<file path="config.mk">
export PLATFORM = sky130hd
export DESIGN_NAME = ps2_kbd_ascii_rx
export DESIGN_NICKNAME = d
export VERILOG_FILES = /design/src/rtl/kbd_ps2_pkg.sv /design/src/rtl/ps2_frame_rx.sv /design/src/rtl/ps2_kbd_ascii_rx.sv
export SDC_FILE = /design/constraint.sdc
export NUM_CORES = 1
export LEC_CHECK = 0
export CORE_MARGIN = 4
export CORE_UTILIZATION = 50
export DETAILED_ROUTE_END_ITERATION = 6
export DONT_BUFFER_PORTS = 1
export PLACE_DENSITY = 0.66
export SLEW_MARGIN = 40
export SYNTH_ARGS = -nofsm -noshare
export SYNTH_HDL_FRONTEND = slang
export SYNTH_HIERARCHICAL = 1
export SYNTH_SLANG_ARGS = --single-unit
</file>
<file path="constraint.sdc">
create_clock -name clk -period 4.65 [get_ports clk]
set_clock_uncertainty 0.2 [all_clocks]
set_input_delay 0 -clock clk [delete_from_list [all_inputs] [get_ports clk]]
set_output_delay 0 -clock clk [all_outputs]
set_load 0.01 [all_outputs]
</file>
<file path="src/rtl/kbd_ps2_pkg.sv">
// Shared definitions for the PS/2 keyboard receiver: frame FSM states,
// scan code set 2 prefix bytes and the letter make-code / ASCII tables.
package kbd_ps2_pkg;

    typedef enum logic [2:0] {
        ST_IDLE,
        ST_DATA,
        ST_PARITY,
        ST_STOP,
        ST_CHECK
    } rx_state_e;

    localparam logic [7:0] SC_BREAK = 8'hF0;
    localparam logic [7:0] SC_EXT   = 8'hE0;

    localparam logic [7:0] SC_A = 8'h1C, SC_B = 8'h32, SC_C = 8'h21, SC_D = 8'h23;
    localparam logic [7:0] SC_E = 8'h24, SC_F = 8'h2B, SC_G = 8'h34, SC_H = 8'h33;
    localparam logic [7:0] SC_I = 8'h43, SC_J = 8'h3B, SC_K = 8'h42, SC_L = 8'h4B;
    localparam logic [7:0] SC_M = 8'h3A, SC_N = 8'h31, SC_O = 8'h44, SC_P = 8'h4D;
    localparam logic [7:0] SC_Q = 8'h15, SC_R = 8'h2D, SC_S = 8'h1B, SC_T = 8'h2C;
    localparam logic [7:0] SC_U = 8'h3C, SC_V = 8'h2A, SC_W = 8'h1D, SC_X = 8'h22;
    localparam logic [7:0] SC_Y = 8'h35, SC_Z = 8'h1A;

    // E, D, B, F and R are the command letters kbd_music_ctrl acts on
    localparam logic [7:0] ASCII_A = 8'h41, ASCII_B = 8'h42, ASCII_C = 8'h43, ASCII_D = 8'h44;
    localparam logic [7:0] ASCII_E = 8'h45, ASCII_F = 8'h46, ASCII_G = 8'h47, ASCII_H = 8'h48;
    localparam logic [7:0] ASCII_I = 8'h49, ASCII_J = 8'h4A, ASCII_K = 8'h4B, ASCII_L = 8'h4C;
    localparam logic [7:0] ASCII_M = 8'h4D, ASCII_N = 8'h4E, ASCII_O = 8'h4F, ASCII_P = 8'h50;
    localparam logic [7:0] ASCII_Q = 8'h51, ASCII_R = 8'h52, ASCII_S = 8'h53, ASCII_T = 8'h54;
    localparam logic [7:0] ASCII_U = 8'h55, ASCII_V = 8'h56, ASCII_W = 8'h57, ASCII_X = 8'h58;
    localparam logic [7:0] ASCII_Y = 8'h59, ASCII_Z = 8'h5A;

endpackage

</file>
<file path="src/rtl/ps2_frame_rx.sv">
// PS/2 frame receiver: synchronizes and deglitches the connector lines and
// assembles 11-bit frames, flagging parity/start/stop errors and stalls.
module ps2_frame_rx
    import kbd_ps2_pkg::*;
#(
    parameter int CLK_FILTER_LEN = 4,
    parameter int TIMEOUT_CYCLES = 50000
) (
    input  logic       clk,
    input  logic       reset,
    input  logic       ps2_clk,
    input  logic       ps2_data,
    output logic [7:0] rx_byte,
    output logic       byte_valid,
    output logic       frame_error
);

    localparam int FILT_W = $clog2(CLK_FILTER_LEN + 1);
    localparam int TO_W   = $clog2(TIMEOUT_CYCLES + 1);

    logic [1:0]        clk_sync;
    logic [1:0]        data_sync;
    logic              ps2_bit;
    logic              clk_filt;
    logic [FILT_W-1:0] filt_cnt;
    logic              fall_stb;
    rx_state_e         state;
    logic [2:0]        bit_cnt;
    logic [7:0]        shift;
    logic              parity_bit;
    logic              stop_ok;
    logic [TO_W-1:0]   idle_cnt;
    logic              frame_ok;

    always_ff @(posedge clk) begin
        clk_sync  <= {clk_sync[0], ps2_clk};
        data_sync <= {data_sync[0], ps2_data};
    end

    assign ps2_bit = data_sync[1];

    // Filtered clock idles high like the bus; a level flip needs a run of equal samples
    always_ff @(posedge clk) begin
        if (reset) begin
            clk_filt <= 1'b1;
            filt_cnt <= '0;
            fall_stb <= 1'b0;
        end else begin
            fall_stb <= 1'b0;
            if (clk_sync[1] == clk_filt) begin
                filt_cnt <= '0;
            end else if (filt_cnt == FILT_W'(CLK_FILTER_LEN - 1)) begin
                clk_filt <= clk_sync[1];
                filt_cnt <= '0;
                fall_stb <= ~clk_sync[1];
            end else begin
                filt_cnt <= filt_cnt + 1'b1;
            end
        end
    end

    assign frame_ok   = stop_ok & (^{shift, parity_bit});
    assign byte_valid = (state == ST_CHECK) && frame_ok;
    assign rx_byte    = shift;

    always_ff @(posedge clk) begin
        if (reset) begin
            state       <= ST_IDLE;
            bit_cnt     <= '0;
            idle_cnt    <= '0;
            stop_ok     <= 1'b0;
            frame_error <= 1'b0;
        end else begin
            frame_error <= 1'b0;
            case (state)
                ST_IDLE: begin
                    idle_cnt <= '0;
                    if (fall_stb) begin
                        if (!ps2_bit) begin
                            state   <= ST_DATA;
                            bit_cnt <= '0;
                        end else begin
                            frame_error <= 1'b1;
                        end
                    end
                end
                ST_DATA, ST_PARITY, ST_STOP: begin
                    if (fall_stb) begin
                        idle_cnt <= '0;
                        case (state)
                            ST_DATA: begin
                                shift   <= {ps2_bit, shift[7:1]};
                                bit_cnt <= bit_cnt + 1'b1;
                                if (bit_cnt == 3'd7) state <= ST_PARITY;
                            end
                            ST_PARITY: begin
                                parity_bit <= ps2_bit;
                                state      <= ST_STOP;
                            end
                            default: begin
                                stop_ok <= ps2_bit;
                                state   <= ST_CHECK;
                            end
                        endcase
                    end else if (idle_cnt == TO_W'(TIMEOUT_CYCLES - 1)) begin
                        state       <= ST_IDLE;
                        frame_error <= 1'b1;
                    end else begin
                        idle_cnt <= idle_cnt + 1'b1;
                    end
                end
                ST_CHECK: begin
                    state <= ST_IDLE;
                    if (!frame_ok) frame_error <= 1'b1;
                end
                default: state <= ST_IDLE;
            endcase
        end
    end

endmodule

</file>
<file path="src/rtl/ps2_kbd_ascii_rx.sv">
// PS/2 keyboard to ASCII front end: filters break/extended sequences, maps
// letter make codes to uppercase ASCII and stretches the update strobe.
module ps2_kbd_ascii_rx
    import kbd_ps2_pkg::*;
#(
    parameter int CLK_FILTER_LEN      = 4,
    parameter int TIMEOUT_CYCLES      = 50000,
    parameter int UPDATE_PULSE_CYCLES = 16
) (
    input  logic       clk,
    input  logic       reset,
    input  logic       ps2_clk,
    input  logic       ps2_data,
    output logic [7:0] kbd_received_ascii_code,
    output logic       update_code,
    output logic       frame_error
);

    localparam int PW = $clog2(UPDATE_PULSE_CYCLES + 1);

    logic [7:0]    rx_byte;
    logic          rx_valid;
    logic          rx_error;
    logic          break_pending;
    logic          ext_pending;
    logic [PW-1:0] pulse_cnt;
    logic [8:0]    map_res;
    logic          decode_hit;

    ps2_frame_rx #(
        .CLK_FILTER_LEN(CLK_FILTER_LEN),
        .TIMEOUT_CYCLES(TIMEOUT_CYCLES)
    ) u_frame_rx (
        .clk        (clk),
        .reset      (reset),
        .ps2_clk    (ps2_clk),
        .ps2_data   (ps2_data),
        .rx_byte    (rx_byte),
        .byte_valid (rx_valid),
        .frame_error(rx_error)
    );

    assign frame_error = rx_error;

    // Returns {hit, ascii}; hit is clear for anything that is not a letter make code
    function automatic logic [8:0] map_scan(input logic [7:0] sc);
        case (sc)
            SC_A: return {1'b1, ASCII_A};  SC_B: return {1'b1, ASCII_B};
            SC_C: return {1'b1, ASCII_C};  SC_D: return {1'b1, ASCII_D};
            SC_E: return {1'b1, ASCII_E};  SC_F: return {1'b1, ASCII_F};
            SC_G: return {1'b1, ASCII_G};  SC_H: return {1'b1, ASCII_H};
            SC_I: return {1'b1, ASCII_I};  SC_J: return {1'b1, ASCII_J};
            SC_K: return {1'b1, ASCII_K};  SC_L: return {1'b1, ASCII_L};
            SC_M: return {1'b1, ASCII_M};  SC_N: return {1'b1, ASCII_N};
            SC_O: return {1'b1, ASCII_O};  SC_P: return {1'b1, ASCII_P};
            SC_Q: return {1'b1, ASCII_Q};  SC_R: return {1'b1, ASCII_R};
            SC_S: return {1'b1, ASCII_S};  SC_T: return {1'b1, ASCII_T};
            SC_U: return {1'b1, ASCII_U};  SC_V: return {1'b1, ASCII_V};
            SC_W: return {1'b1, ASCII_W};  SC_X: return {1'b1, ASCII_X};
            SC_Y: return {1'b1, ASCII_Y};  SC_Z: return {1'b1, ASCII_Z};
            default: return 9'd0;
        endcase
    endfunction

    assign map_res    = map_scan(rx_byte);
    assign decode_hit = rx_valid && (rx_byte != SC_BREAK) && (rx_byte != SC_EXT)
                        && !break_pending && !ext_pending && map_res[8];

    always_ff @(posedge clk) begin
        if (reset) begin
            break_pending           <= 1'b0;
            ext_pending             <= 1'b0;
            kbd_received_ascii_code <= 8'h00;
            pulse_cnt               <= '0;
            update_code             <= 1'b0;
        end else begin
            if (rx_valid) begin
                if (rx_byte == SC_BREAK) begin
                    break_pending <= 1'b1;
                end else if (rx_byte == SC_EXT) begin
                    ext_pending <= 1'b1;
                end else if (break_pending || ext_pending) begin
                    break_pending <= 1'b0;
                    ext_pending   <= 1'b0;
                end
            end
            // A retrigger reloads the counter so the strobe never drops between keys
            if (decode_hit) begin
                kbd_received_ascii_code <= map_res[7:0];
                pulse_cnt               <= PW'(UPDATE_PULSE_CYCLES);
                update_code             <= 1'b1;
            end else begin
                if (pulse_cnt != '0) pulse_cnt <= pulse_cnt - 1'b1;
                update_code <= (pulse_cnt > PW'(1));
            end
        end
    end

endmodule

</file>
## Word-level counts from Yosys, hierarchy flattened

Memory sizes are Yosys's and may differ from the RTL's. A register that Yosys moved wholly into a read port is not among the register bits.
Index checks and enable logic that the tools add are counted.

| word-level totals | value |
|---|---|
| bits in registers | 58 |
| memory bits (read-only) | 896 |
| bits of input ports | 4 |
| output and inout port bits | 10 |
| word-level logic and storage cells | 111 |
| memories kept | 1 |

| cells by class | value |
|---|---|
| add/subtract/negate cells | 4 |
| magnitude comparators | 1 |
| equality and inequality tests | 20 |
| muxes and demuxes | 30 |
| bitwise logic cells | 7 |
| reductions and logical operators | 30 |

Memory list:

| memory | depth | bits a word | rd ports | clocked after memory_dff | write ports | RTL line | source |
|---|---|---|---|---|---|---|---|
| (no name shown) | 128 | 7 | 1 | 1 | 0 | ps2_kbd_ascii_rx.sv:47 | `case (sc)` |

Operators with widths:

| cell | count |
|---|---|
| 16-bit two-way mux | 2 |
| 16-bit case mux with 2 select lines | 1 |
| 3-bit two-way mux | 9 |
| 3-bit case mux with 2 select lines | 3 |
| 16-bit by 1-bit adder with 16-bit output, second input constant | 1 |
| 16-bit == test, second input constant | 1 |
| 8-bit == test, second input constant | 2 |
| 8-bit != test, second input constant | 2 |
| 4-bit AND reduction | 3 |
| 1-bit two-way mux | 10 |
| 5-bit two-way mux | 2 |
| 3-bit by 2-bit == test with 1-bit output, second input constant | 3 |
| 9-bit two-way mux | 1 |
| 3-bit AND reduction | 3 |
| 3-bit OR reduction | 3 |
| 9-bit XOR reduction | 1 |
| 2-bit nonzero test | 4 |
| 7-bit two-way mux | 1 |
| 3-bit by 1-bit adder with 3-bit output, second input constant | 2 |
| 3-bit == test, second input constant | 2 |
| 1-bit logical AND | 6 |
| 2-bit by 1-bit != test with 1-bit output, second input constant | 3 |
| 1-bit inverter | 6 |
| 5-bit by 1-bit > comparator with 1-bit output, second input constant | 1 |
| 16 further kinds | 20 |

## Depth between registers and ports, before layout

| logic depth | value |
|---|---|
| word-level depth | 9 |
| gate-level depth with buffers | 10 |
| mapped depth without buffers | 9 |

## Cells and area by module

The synthesis kept the hierarchy.

Modules (own cells, without submodules):

| module | instances | cells an instance | area an instance (µm²) | sequential area each (µm²) |
|---|---|---|---|---|
| ps2_frame_rx | 1 | 194 | 1899.3 | 930.9 |
| ps2_kbd_ascii_rx | 1 | 162 | 1338.8 | 280.3 |

## Worst setup path before layout

OpenSTA, ideal clock, no wires.

| path | value |
|---|---|
| path type | flip-flop to flip-flop |
| from | register u_frame_rx.shift[1], in the netlist u_frame_rx/rx_byte[1] |
| to | register kbd_received_ascii_code[0] |
| library setup time | 72 ps |
| data arrival time | 2962 ps |
| required time | 4378 ps |
| setup slack | 1416 ps |
| cell stages (with the launch flop) | 11 |
| buffers on the path | 1 |
| clock period less this slack | 3234 ps |
| path through | edfxtp_1 > xnor2_1 > xnor3_1 > xnor2_1 > and2_1 > and3_1 > or4b_1 > nor4_2 > a21o_1 > buf_6 > mux2i_1 |

| between the ends | value |
|---|---|
| longest elaborated chain between the ends | 8 |
| elaborated cells on any way between the ends | 10 |
| classes of those cells | eq/ne: 2; bitwise: 1; reduce/logical: 7 |

RTL lines:

| what | RTL line | source |
|---|---|---|
| start: declaration | ps2_frame_rx.sv:29 | `logic [7:0] shift;` |
| start signal: assignment | ps2_frame_rx.sv:92 | `shift <= {ps2_bit, shift[7:1]};` |
| 9-bit XOR reduction | ps2_frame_rx.sv:62 | `assign frame_ok = stop_ok & (^{shift, parity_bit});` |
| 1-bit bitwise AND | ps2_frame_rx.sv:62 |  |
| 1-bit logical AND | ps2_frame_rx.sv:63 | `assign byte_valid = (state == ST_CHECK) && frame_ok;` |
| via rx_valid | ps2_kbd_ascii_rx.sv:22 | `logic rx_valid;` |
| 1-bit logical AND (2 in a row) | ps2_kbd_ascii_rx.sv:66 | `assign decode_hit = rx_valid && (rx_byte != SC_BREAK) && (rx_byte != SC_EXT)` |
| 1-bit logical AND (3 in a row) | ps2_kbd_ascii_rx.sv:67 | `&& !break_pending && !ext_pending && map_res[8];` |
| end signal: assignment | ps2_kbd_ascii_rx.sv:89 | `kbd_received_ascii_code <= map_res[7:0];` |
| end: declaration | ps2_kbd_ascii_rx.sv:14 | `output logic [7:0] kbd_received_ascii_code,` |

The timed path passes the listed nets, and every way through them passes these cells.
A chain may end at the register's enable or synchronous reset.

## Final worst setup path

| path | value |
|---|---|
| from | register u_frame_rx.shift[5], in the netlist u_frame_rx/rx_byte[5] |
| to | register kbd_received_ascii_code[1] |

The elaborated chain is that of the path after synthesis.

==> flow_metrics.env <==
export IMPL_ys_types=62
export IMPL_grt_max_degree=41
export IMPL_mostFrequentLayoutCell="dfxtp_1"
export IMPL_fin_area_um2=3387
export IMPL_async_flop_share_pct=0
export IMPL_synth_simple_area_share_pct=22.45
export IMPL_root_buffer="clkbuf_8"
export IMPL_yosysSeqAreaShare_pct=37.40
export IMPL_placed_cells=412
export IMPL_maxCapViolCount=0
export IMPL_numCtsBuffers=5
export IMPL_post_place_ws_ns=0.8413
export IMPL_synth_top_family_by_area="simple AND/OR/NAND/NOR gates"
export IMPL_finalSetupViolations=0
export IMPL_rows=29
export IMPL_met1Wirelength_mm=3.039
export IMPL_grt_pass1_wl_mm=10.87
export IMPL_hold_viol_final=0
export IMPL_clk_latency_ns=0.31
export IMPL_cp_start_kind="flop"
export IMPL_vias_per_cell=5.963
export IMPL_die_h_um=88.48
export IMPL_drv_slew=0
export IMPL_setup_ws_ns=0.4622
export IMPL_route_top_layer_used="met4"
export IMPL_hold_class="in -> reg"
export IMPL_max_freq_ghz=0.2388
export IMPL_finalWirelength_mm=6.449
export IMPL_synth_fa_ha_area_share_pct=5.410
export IMPL_min_from="ps2_data"
export IMPL_synth_xor_area_share_pct=3.671
export IMPL_grt_ovfl_total=0
export IMPL_antenna_cells=0
export IMPL_io_pins=14
export IMPL_power_density_nw_per_um2=276.6
export IMPL_grt_use_total_pct=17.40
export IMPL_finalCoreUtilization_pct=53.65
export IMPL_drtPass1Iterations=4
export IMPL_path_max_fanout=19
export IMPL_met3WireLength_um=215
export IMPL_p_leak_uw=0.001174
export IMPL_synthMuxAreaShare_pct=3.594
export IMPL_drc=0
export IMPL_synth_area_um2=3238
export IMPL_cp_required_ns=4.66
export IMPL_synthCells=356
export IMPL_cts_num_sinks=56
export IMPL_port_buffers=0
export IMPL_synth_edf_count=9
export IMPL_die_width_um=88.48
export IMPL_path_clk_slew_ns=0.10
export IMPL_antenna_found_initial=0
export IMPL_vias=2546
export IMPL_drt_antenna_violating_nets=0
export IMPL_yosys_warnings=6
export IMPL_setup_tns_ns=0
export IMPL_drt_iter0_markers=121
export IMPL_drive_gt1_share_pct=8.857
export IMPL_grt_pass1_vias=2378
export IMPL_tightest_slew_ns=0.6644
export IMPL_wire_per_inst_um=15.10
export IMPL_ir_drop_mv=0.2761
export IMPL_reg2reg_from="u_frame_rx/rx_byte[5]"
export IMPL_avgSynthCellArea_um2=9.096
export IMPL_slew_headroom_pct=55.66
export IMPL_crit_path_start="u_frame_rx/rx_byte[5]"
export IMPL_die_area_um2=7828
export IMPL_gp_congestion=0.8685
export IMPL_initial_core_util_pct=51.29
export IMPL_core_um2=6314
export IMPL_cts_max_path_buffers=2
export IMPL_arrival_ns=4.19
export IMPL_htreeDepth=2
export IMPL_place_hpwl_mm=4.449
export IMPL_endpoint_kind="flop"
export IMPL_mostFrequentLayoutCells="dfxtp_1, nor2_1, a21oi_1, nand2_1"
export IMPL_synth_ff_type="dfxtp_1"
export IMPL_path_class="reg -> reg"
export IMPL_dr_wl_met2_mm=3.121
export IMPL_cts_tree="built"
export IMPL_layout_min_cycle_time_ns=4.188
export IMPL_placed_area_um2=3214
export IMPL_finalCritPeriodShare_pct=90.06
export IMPL_num_nets_final=367
export IMPL_final_cells=427
export IMPL_ys_seq_elements=56
export IMPL_layout_area_overhead_vs_synth_pct=4.598
export IMPL_rsz0062_at_grt="no"
export IMPL_synth_compound_area_share_pct=21.45
export IMPL_status="finished, final reports clean"
## where the power goes
part           internal, uW  switching, uW
logic                  58.8           69.7
registers               511           18.7
clock network           111            167
## area by class of cell
class	instances	area, um^2
fillers	595	2927
multi-input cells	263	1841
flip-flops and latches	56	1211
well taps	77	96.34
repair buffers	9	90.09
clock buffers	5	68.82
inverters	14	52.55
clock inverters	3	27.53
## cell usage after synthesis, types with 2 or more instances
| cell | count | share of area [%] |
|---|---|---|
| buf_6 | 4 | 1.4 |
| o32ai_1 | 2 | 0.54 |
| o32a_1 | 2 | 0.62 |
| clkbuf_1 | 13 | 1.5 |
| buf_2 | 3 | 0.46 |
| nor4_1 | 3 | 0.58 |
| nor2b_1 | 7 | 1.4 |
| o21ai_0 | 14 | 2.2 |
| nand4_1 | 4 | 0.77 |
| nand2b_1 | 8 | 1.5 |
| and4_1 | 5 | 1.4 |
| nor3_2 | 3 | 0.93 |
| ha_1 | 14 | 5.4 |
| or4_1 | 2 | 0.46 |
| and3_1 | 6 | 1.2 |
| nor3b_1 | 3 | 0.70 |
| a22oi_1 | 3 | 0.70 |
| o21bai_1 | 2 | 0.46 |
| mux2i_1 | 6 | 1.9 |
| a211oi_2 | 5 | 1.9 |
| a31oi_1 | 3 | 0.58 |
| a21boi_0 | 4 | 0.93 |
| a21o_1 | 3 | 0.70 |
| nand3_1 | 14 | 2.2 |
| or3_1 | 7 | 1.4 |
| buf_4 | 4 | 0.93 |
| a21oi_1 | 27 | 4.2 |
| inv_1 | 13 | 1.5 |
| nor4bb_1 | 2 | 0.62 |
| and2_1 | 3 | 0.58 |
| edfxtp_1 | 9 | 8.3 |
| xnor2_1 | 10 | 2.7 |
| a211oi_1 | 10 | 2.3 |
| nand2_1 | 21 | 2.4 |
| a41oi_1 | 3 | 0.81 |
| dfxtp_1 | 47 | 29 |
| nor3_1 | 4 | 0.62 |
| a311oi_1 | 9 | 2.4 |
| nor2_1 | 29 | 3.4 |
| mux2_2 | 3 | 1.0 |
## sequential cells by signal, summed over array words and instances (netlist names), 2 cells and up
register and flops:
u_frame_rx/state 3, u_frame_rx/clk_sync 2, u_frame_rx/rx_byte 8, kbd_received_ascii_code 6, u_frame_rx/data_sync 2, pulse_cnt 5, u_frame_rx/filt_cnt 3, u_frame_rx/idle_cnt 16
u_frame_rx/bit_cnt 3
## worst max-delay path, cell delays in order, from the launching register on
cell,delay [ns]
edfxtp_1,0.64
xnor2_1,0.32
xnor3_1,0.36
xnor2_1,0.15
and2_1,0.15
and3_1,0.22
or4b_1,0.51
nor4_2,0.46
a21o_2,0.38
a211oi_2,0.11
dlygate4sd3_1,0.57
## what timing repair did
action                                  in CTS  in global routing
resized for setup                            0                  1
endpoints found under the setup margin       0                  1
setup buffers                                0                  2
hold buffers                                 5                  0
endpoints found under the hold margin       46                  0
## layer usage
| metal | GRT usage [%] | vias to the layer above |
|---|---|---|
| li1 | - | 1295 |
| met1 | 22.71 | 1194 |
| met2 | 29.30 | 51 |
| met3 | 3.352 | 6 |
| met4 | 5.082 | 0 |
| met5 | 0 | - |
## metrics by stage
step           total power, uW  hold slack (ns)
6_report                 936.8          0.03224
5_1_grt                  989.3          0.01649
4_1_cts                  948.1          0.01584
3_5_place_dp             660.3          -0.1722
3_3_place_gp             658.6          -0.1722
2_1_floorplan            648.2          -0.1723
## path summary, 6_finish.rpt
kind | to | slack, ns | depth (start not counted)
setup reg to reg | kbd_received_ascii_code[1] | 0.46 | 10
setup / recovery | kbd_received_ascii_code[1] | 0.46 | 10
hold reg to reg | u_frame_rx/data_sync[1] | 0.14 | 0
hold / removal | u_frame_rx/data_sync[0] | 0.03 | 1
## logic make-up (layout without fill, tap and decap cells)
group / after synthesis / in the layout
simple gates: 129 / 129
fa+ha+maj: 14 / 14
other cells: 1 / 2
flops: 56 / 56
mux: 10 / 10
compound gates: 96 / 96
xor+xnor: 12 / 12
buf+inv: 38 / 31
Power figures use the tool's default switching activity.
